File: src/rtl/apb_slave_regs_if.sv
// APB bus bundle between the team's APB master and the register-bank completer.
interface apb_slave_regs_if;
  logic        PSEL;
  logic        PENABLE;
  logic        PWRITE;
  logic [31:0] PADDR;
  logic [31:0] PWDATA;
  logic [31:0] PRDATA;
  logic        PREADY;
  logic        PSLVERR;

  modport master (
    output PSEL, PENABLE, PWRITE, PADDR, PWDATA,
    input  PRDATA, PREADY, PSLVERR
  );

  modport slave (
    input  PSEL, PENABLE, PWRITE, PADDR, PWDATA,
    output PRDATA, PREADY, PSLVERR
  );
endinterface

File: src/rtl/apb_slave_regs.sv
// APB completer with a read-only ID word at offset 0 and NUM_REGS-1 read/write
// 32-bit registers; inserts WAIT_STATES access-phase wait cycles before PREADY.
module apb_slave_regs #(
  parameter int          NUM_REGS    = 8,
  parameter int          WAIT_STATES = 1,
  parameter logic [31:0] ID_VALUE    = 32'hA0B0_0001
) (
  input logic             PCLK,
  input logic             PRESETn,
  apb_slave_regs_if.slave apb
);

  typedef enum logic {
    S_IDLE,
    S_ACCESS
  } state_t;

  state_t      state;
  logic [3:0]  cnt;
  logic [31:0] addr_q;
  logic [31:0] wdata_q;
  logic        write_q;
  logic        ready_q;
  logic        slverr_q;
  logic [31:0] rdata_q;
  logic [31:0] regs [1:NUM_REGS-1];

  logic [31:0] cur_addr;
  logic        cur_write;
  logic [3:0]  cur_idx;
  logic        cur_err;
  logic [31:0] cur_rdata;

  // Decode looks at the live bus in IDLE so a zero-wait build can answer
  // straight out of the setup edge; in ACCESS it uses the latched request.
  always_comb begin
    cur_addr  = (state == S_IDLE) ? apb.PADDR  : addr_q;
    cur_write = (state == S_IDLE) ? apb.PWRITE : write_q;
    cur_idx   = cur_addr[5:2];
    cur_err   = (cur_addr[1:0] != 2'b00) ||
                (cur_addr >= 32'(4 * NUM_REGS)) ||
                (cur_write && (cur_idx == 4'd0));
    cur_rdata = '0;
    if (cur_idx == 4'd0) begin
      cur_rdata = ID_VALUE;
    end else begin
      for (int unsigned i = 1; i < NUM_REGS; i++) begin
        if (32'(cur_idx) == i) cur_rdata = regs[i];
      end
    end
  end

  always_ff @(posedge PCLK) begin
    if (!PRESETn) begin
      state    <= S_IDLE;
      cnt      <= '0;
      addr_q   <= '0;
      wdata_q  <= '0;
      write_q  <= 1'b0;
      ready_q  <= 1'b0;
      slverr_q <= 1'b0;
      rdata_q  <= '0;
      for (int unsigned i = 1; i < NUM_REGS; i++) regs[i] <= '0;
    end else begin
      ready_q  <= 1'b0;
      slverr_q <= 1'b0;
      rdata_q  <= '0;
      case (state)
        S_IDLE: begin
          if (apb.PSEL && !apb.PENABLE) begin
            addr_q  <= apb.PADDR;
            wdata_q <= apb.PWDATA;
            write_q <= apb.PWRITE;
            cnt     <= 4'(WAIT_STATES);
            state   <= S_ACCESS;
            if (WAIT_STATES == 0) begin
              ready_q  <= 1'b1;
              slverr_q <= cur_err;
              rdata_q  <= (!cur_write && !cur_err) ? cur_rdata : '0;
            end
          end
        end
        S_ACCESS: begin
          if (ready_q) begin
            // Commit happens on the edge that closes the PREADY cycle.
            if (write_q && !cur_err) begin
              for (int unsigned i = 1; i < NUM_REGS; i++) begin
                if (32'(cur_idx) == i) regs[i] <= wdata_q;
              end
            end
            cnt   <= '0;
            state <= S_IDLE;
          end else if (!apb.PSEL) begin
            cnt   <= '0;
            state <= S_IDLE;
          end else begin
            cnt <= cnt - 4'd1;
            if (cnt == 4'd1) begin
              ready_q  <= 1'b1;
              slverr_q <= cur_err;
              rdata_q  <= (!write_q && !cur_err) ? cur_rdata : '0;
            end
          end
        end
        default: state <= S_IDLE;
      endcase
    end
  end

  assign apb.PREADY  = ready_q;
  assign apb.PSLVERR = slverr_q;
  assign apb.PRDATA  = rdata_q;

endmodule

File: src/flat_wrapper.sv
// flat-port wrapper written by rule: the top's interface ports become plain ports
module apb_slave_regs_flat 
#(
  parameter int          NUM_REGS    = 8,
  parameter int          WAIT_STATES = 1,
  parameter logic [31:0] ID_VALUE    = 32'hA0B0_0001
)
  (PCLK, PRESETn, apb_PSEL, apb_PENABLE, apb_PWRITE, apb_PADDR, apb_PWDATA, apb_PRDATA, apb_PREADY, apb_PSLVERR);
  apb_slave_regs_if apb_i ();
  input logic PCLK;
  input logic PRESETn;
  input wire logic [$bits(apb_i.PSEL)-1:0] apb_PSEL;
  input wire logic [$bits(apb_i.PENABLE)-1:0] apb_PENABLE;
  input wire logic [$bits(apb_i.PWRITE)-1:0] apb_PWRITE;
  input wire logic [$bits(apb_i.PADDR)-1:0] apb_PADDR;
  input wire logic [$bits(apb_i.PWDATA)-1:0] apb_PWDATA;
  output wire logic [$bits(apb_i.PRDATA)-1:0] apb_PRDATA;
  output wire logic [$bits(apb_i.PREADY)-1:0] apb_PREADY;
  output wire logic [$bits(apb_i.PSLVERR)-1:0] apb_PSLVERR;
  assign apb_i.PSEL = apb_PSEL;
  assign apb_i.PENABLE = apb_PENABLE;
  assign apb_i.PWRITE = apb_PWRITE;
  assign apb_i.PADDR = apb_PADDR;
  assign apb_i.PWDATA = apb_PWDATA;
  assign apb_PRDATA = apb_i.PRDATA;
  assign apb_PREADY = apb_i.PREADY;
  assign apb_PSLVERR = apb_i.PSLVERR;
  apb_slave_regs #(.NUM_REGS(NUM_REGS), .WAIT_STATES(WAIT_STATES), .ID_VALUE(ID_VALUE)) u_core (.PCLK(PCLK), .PRESETn(PRESETn), .apb(apb_i));
endmodule
File: config.mk
export PLATFORM = sky130hd
export DESIGN_NAME = apb_slave_regs_flat
export DESIGN_NICKNAME = d
export VERILOG_FILES = /design/src/rtl/apb_slave_regs_if.sv /design/src/rtl/apb_slave_regs.sv /design/src/flat_wrapper.sv
export SDC_FILE = /design/constraint.sdc
export NUM_CORES = 1
export LEC_CHECK = 0
export BUFFER_PORTS_ARGS = -buffer_cell sky130_fd_sc_hd__buf_2
export CORE_MARGIN = 5
export CORE_UTILIZATION = 38
export CTS_CLUSTER_SIZE = 16
export DETAILED_ROUTE_END_ITERATION = 10
export HOLD_SLACK_MARGIN = 0.12
export PLACE_DENSITY = 0.52
export SYNTH_ARGS = -nofsm -noshare
export SYNTH_HDL_FRONTEND = slang
export SYNTH_SLANG_ARGS = --single-unit
File: constraint.sdc
create_clock -name PCLK -period 8.06 [get_ports PCLK]
set_clock_uncertainty 0.15 [all_clocks]
set_input_delay 1.612 -clock PCLK [delete_from_list [all_inputs] [get_ports PCLK]]
set_output_delay 1.612 -clock PCLK [all_outputs]
set_load 0.05 [all_outputs]
After elaboration in Yosys (flattened, before gate mapping). Memories as Yosys holds them, arrays and structs flattened. Index checks and enable logic that the tools add are counted.

Output and inout port bits: 34. Memories kept: 1. Register bits: 104. Memory bits (writable): 224. Input bits: 69.

Memory list: u_core.regs (depth 7, bits a word 32, read ports 7, clocked after Yosys merged registers in 0, write ports 7, line apb_slave_regs.sv:26) `logic [31:0] regs [1:NUM_REGS-1];`.

Reduce and logical (&&, ||, !) cells: 16. $lt $le $gt $ge: 1. Bitwise operators: 12. Multiplexer cells: 69. Eq/ne operators: 9. Add/subtract/negate cells: 1.

Operator list (count): $mux 32 (16); $mux 1 (48); $ge 32x6->1 const B (1); $eq 4x3->1 const B (4); $mux 4 (3); $eq 4x1->1 const B (2); $eq 4x2->1 const B (2); $pmux 4 s2 (1); $or 1x1->1 (7); $reduce_or 7->1 (1); $reduce_or 6->1 (1); $not 1->1 (5); $reduce_or 5->1 (1); $logic_and 1x1->1 (4); $logic_not 4->1 (1); $reduce_or 4->1 (1); $sub 4x1->4 const B (1); $logic_not 1->1 (3); $logic_or 1x1->1 (2); $ne 2x2->1 const B (1); $pmux 1 s2 (1); $reduce_and 2->1 (1); $reduce_bool 2->1 (1).

Depth between registers and ports, before layout.
Depth after elaboration: 12. Depth in mapped cells: 10.

Worst setup path before layout. No wires, ideal clock.

Path type: input to register. Start: in apb_PADDR[5]. End: reg u_core.regs[0][128] (netlist name). Setup time: 389 ps. Arrival: 3804 ps. Stages on the path: 6. Slack: 3717 ps. Required time: 7521 ps. Cells stage by stage: or3b_2 a21oi_1 buf_2 nand4_1 clkbuf_1 nand2_1.

RTL lines: start, declared (line flat_wrapper.sv:15) `input wire logic [$bits(apb_i.PADDR)-1:0] apb_PADDR;`.

==> impl_metrics.json <==
{
  "total_power_uw": 3747,
  "n_fill_cell": 3452,
  "hold_viol_final": 0,
  "crit_path_cell_trace": "buf_2, mux2_2, buf_4, nand2_1, nor3_1, nand4_1, buf_4, nand2_1, buf_4",
  "worstPathMaxFanout": 34,
  "arrival_ps": 5070,
  "antennaDiodeCount": 0,
  "drt_iter0_markers": 787,
  "clk_pin_slew_ps": 60,
  "setup_ws_ps": 2991,
  "synth_cell_type_count": 47,
  "synth_area_sq_um": 13710,
  "path_common_cell": "buf_4",
  "worst_pin_slew_ps": 1064,
  "cp.required_ps": 8060,
  "post-place-ws_ps": 2480,
  "num_rows": 69,
  "synth_top_family_by_area": "simple AND/OR/NAND/NOR gates",
  "p_leak_uw": 0.005366,
  "cts_tree": "yes",
  "p_per_area_nw_per_um2": 236.4,
  "wl_per_cell_microns": 21.62,
  "grt_pass1_vias": 10129,
  "top_usage_layer": "met2",
  "final_max_slew_viol_count": 0,
  "worstHoldPathType": "reg2reg",
  "setup_viol": 0,
  "synth-compound-area-share": 0.1274,
  "start_util": 0.3855,
  "grt_use_total": 0.2030,
  "htree_levels": 2,
  "routabilityCongestion": 0.7983,
  "slew_headroom": 0.2757,
  "antenna_found_initial": 2,
  "fp.dieArea_sq_um": 39990,
  "fp.dieH_microns": 200.0,
  "cts_sinks": 328,
  "crit_slowest_cell": "nand4_1",
  "period_needed_ps": 5069,
  "synth_cells": 1311,
  "portBuffers": 102,
  "use_met1": 0.2932,
  "insertion_delay_ps": 540,
  "muxShareOfSynthArea": 0.009033,
  "final_util": 0.4455,
  "grt_first_pass_wirelength_microns": 61920,
  "worstSetupPathDepth": 9,
  "numCtsBuffers": 37,
  "avgViaCountPerCell": 5.444,
  "final.setup.tns_ps": 0,
  "cts-root-buf": "clkbuf_16",
  "final_common_cell": "nand2_1",
  "grt_setup_unrepaired": "no",
  "grtUsageMet3": 0.03676,
  "grt_max_degree": 74,
  "grt_remaining_overflow": 0,
  "ir_worst_vdd_uv": 141.4,
  "critPathTopFamily": "buffers and inverters",
  "ys_warn_count": 0,
  "path_class": "in2reg",
  "drt-pass1-iter-count": 5,
  "synth-seq-area-share": 0.6423,
  "clockBufferDepth": 3,
  "syn_avg_cell_area_sq_um": 10.46,
  "crit_path_start_kind": "input port",
  "drive_gt1_frac": 0.1447,
  "die_w_microns": 200.0,
  "r2r_cells": 9,
  "holdPathStages": 2,
  "nets": 1460,
  "syn-num-nets": 1382,
  "drv_cap": 0,
  "dpl.hpwl_microns": 24610,
  "postCtsSetupBuffers": 0,
  "io_pins": 103,
  "holdBufCountCts": 0,
  "slowest_delay_ps": 690,
  "yosys.area_share.simple": 0.1901,
  "ys_ff_latch": 328,
  "syn2layout_area_growth_pct": 15.57,
  "wirelength_microns": 40610,
  "most-common-layout-cells": "nand2_1, nor2_1, edfxtp_1",
  "core-area_sq_um": 35570,
  "min_period_over_period": 0.6289,
  "timing.fmax_mhz": 197.3,
  "drc": 0,
  "cp_num_buf_inv": 4,
  "synth_xor_area_frac": 0,
  "via_count": 10223,
  "synth-adder-area-share": 0.001825,
  "status": "completed",
  "final_antenna_net_count": 0,
  "crit_path_end_kind": "flip-flop",
  "cts_resized": 0,
  "met2_usage": 0.3150
}
[synth_stat cells (all sizes together)]
cell | instances | share of area
nand2 | 287 | 0.079
nor2 | 232 | 0.064
edfxtp | 224 | 0.49
dfxtp | 104 | 0.15
a21boi | 67 | 0.037
nor3 | 56 | 0.020
clkbuf | 49 | 0.013
buf | 43 | 0.014
a21oi | 34 | 0.012
a22oi | 24 | 0.013
a31oi | 21 | 0.0096
a21o | 19 | 0.010
a311oi | 19 | 0.012
nand3 | 15 | 0.0058
o21ai | 13 | 0.0047
a221oi | 10 | 0.0064
nor4 | 10 | 0.0046
a211oi | 9 | 0.0075
mux2i | 9 | 0.0066
and3 | 8 | 0.0036
inv | 6 | 0.0016
nand4 | 6 | 0.0027
o2bb2ai | 6 | 0.0038
a32oi | 4 | 0.0026
nand4b | 4 | 0.0026
a2111oi | 3 | 0.0022
a32o | 3 | 0.0022
mux2 | 3 | 0.0025
o211ai | 3 | 0.0016
or3b | 3 | 0.0019
and2 | 2 | 0.00091
ha | 2 | 0.0018
nand3b | 2 | 0.0011
nor2b | 2 | 0.00091
nor3b | 2 | 0.0011
a22o | 1 | 0.00064
and3b | 1 | 0.00064
nor4b | 1 | 0.00064
o311a | 1 | 0.00073
o41ai | 1 | 0.00064
or3 | 1 | 0.00046
or4 | 1 | 0.00055
[final timing paths]
| path | from | end | slack, ps |
|---|---|---|---|
| min | u_core.addr_q[6] | u_core.addr_q[6] | 310 |
| max reg2reg | u_core.state | u_core.regs[0][241] | 3500 |
| min reg2reg | u_core.addr_q[6] | u_core.addr_q[6] | 310 |
| max | apb_PADDR[3] | u_core.regs[0][241] | 2990 |
[layout make-up]
class | instances | area [sq um] | area share
Clock buffer | 53 | 1090 | 0.06877
Timing Repair Buffer | 131 | 730.7 | 0.04611
Tap cell | 461 | 576.8 | 0.03640
Sequential cell | 328 | 8808 | 0.5558
Inverter | 6 | 22.52 | 0.001421
Multi-Input combinational cell | 885 | 4539 | 0.2864
Clock inverter | 14 | 80.08 | 0.005053
[cells by family (layout without fill, tap and decap cells)]
| logic type | after synthesis | after routing |
|---|---|---|
| flops | 328 | 328 |
| compound gates | 238 | 238 |
| fa+ha+maj | 2 | 2 |
| mux | 12 | 12 |
| buf+inv | 98 | 204 |
| simple gates | 633 | 633 |
[report_power, final]
group	total, uW	internal [uW]	switching, uW
clock	1630	945	687
combinational	244	70.8	173
sequential	1870	1850	22.6
total	3750	2860	883
[worst reg2reg max path, cell delays in order, from the launching register on]
cell,delay [ps]
dfxtp_1,300
buf_4,310
mux2_2,670
buf_4,540
nand2_1,190
nor3_1,220
nand4_1,690
buf_4,530
nand2_1,110
buf_4,450
[routing by layer]
| metal | vias up | wire length (microns) |
|---|---|---|
| met2 | 372 | 18180 |
| met1 | 4980 | 18220 |
| li1 | 4797 | - |
| met3 | 72 | 3135 |
| met5 | - | 13 |
| met4 | 2 | 1060 |
[sequential cells by signal, summed over array words and instances, names as in the netlist]
name	count
u_core.apb.PRDATA	32
u_core.wdata_q	32
u_core.addr_q	32
u_core.write_q	1
u_core.regs	224
u_core.apb.PREADY	1
u_core.state	1
u_core.cnt	4
u_core.apb.PSLVERR	1
[per-stage QoR]
stage	area, sq um	hold slack (ps)	cells
floorplan	13710	288.2	1311
global placement	14680	297.3	1811
detailed placement	14680	304.6	1811
CTS	15850	311.6	1878
global route	15850	320.3	1878
finish	15850	307.6	1878
Note: power is estimated with default switching activity, not from simulation.
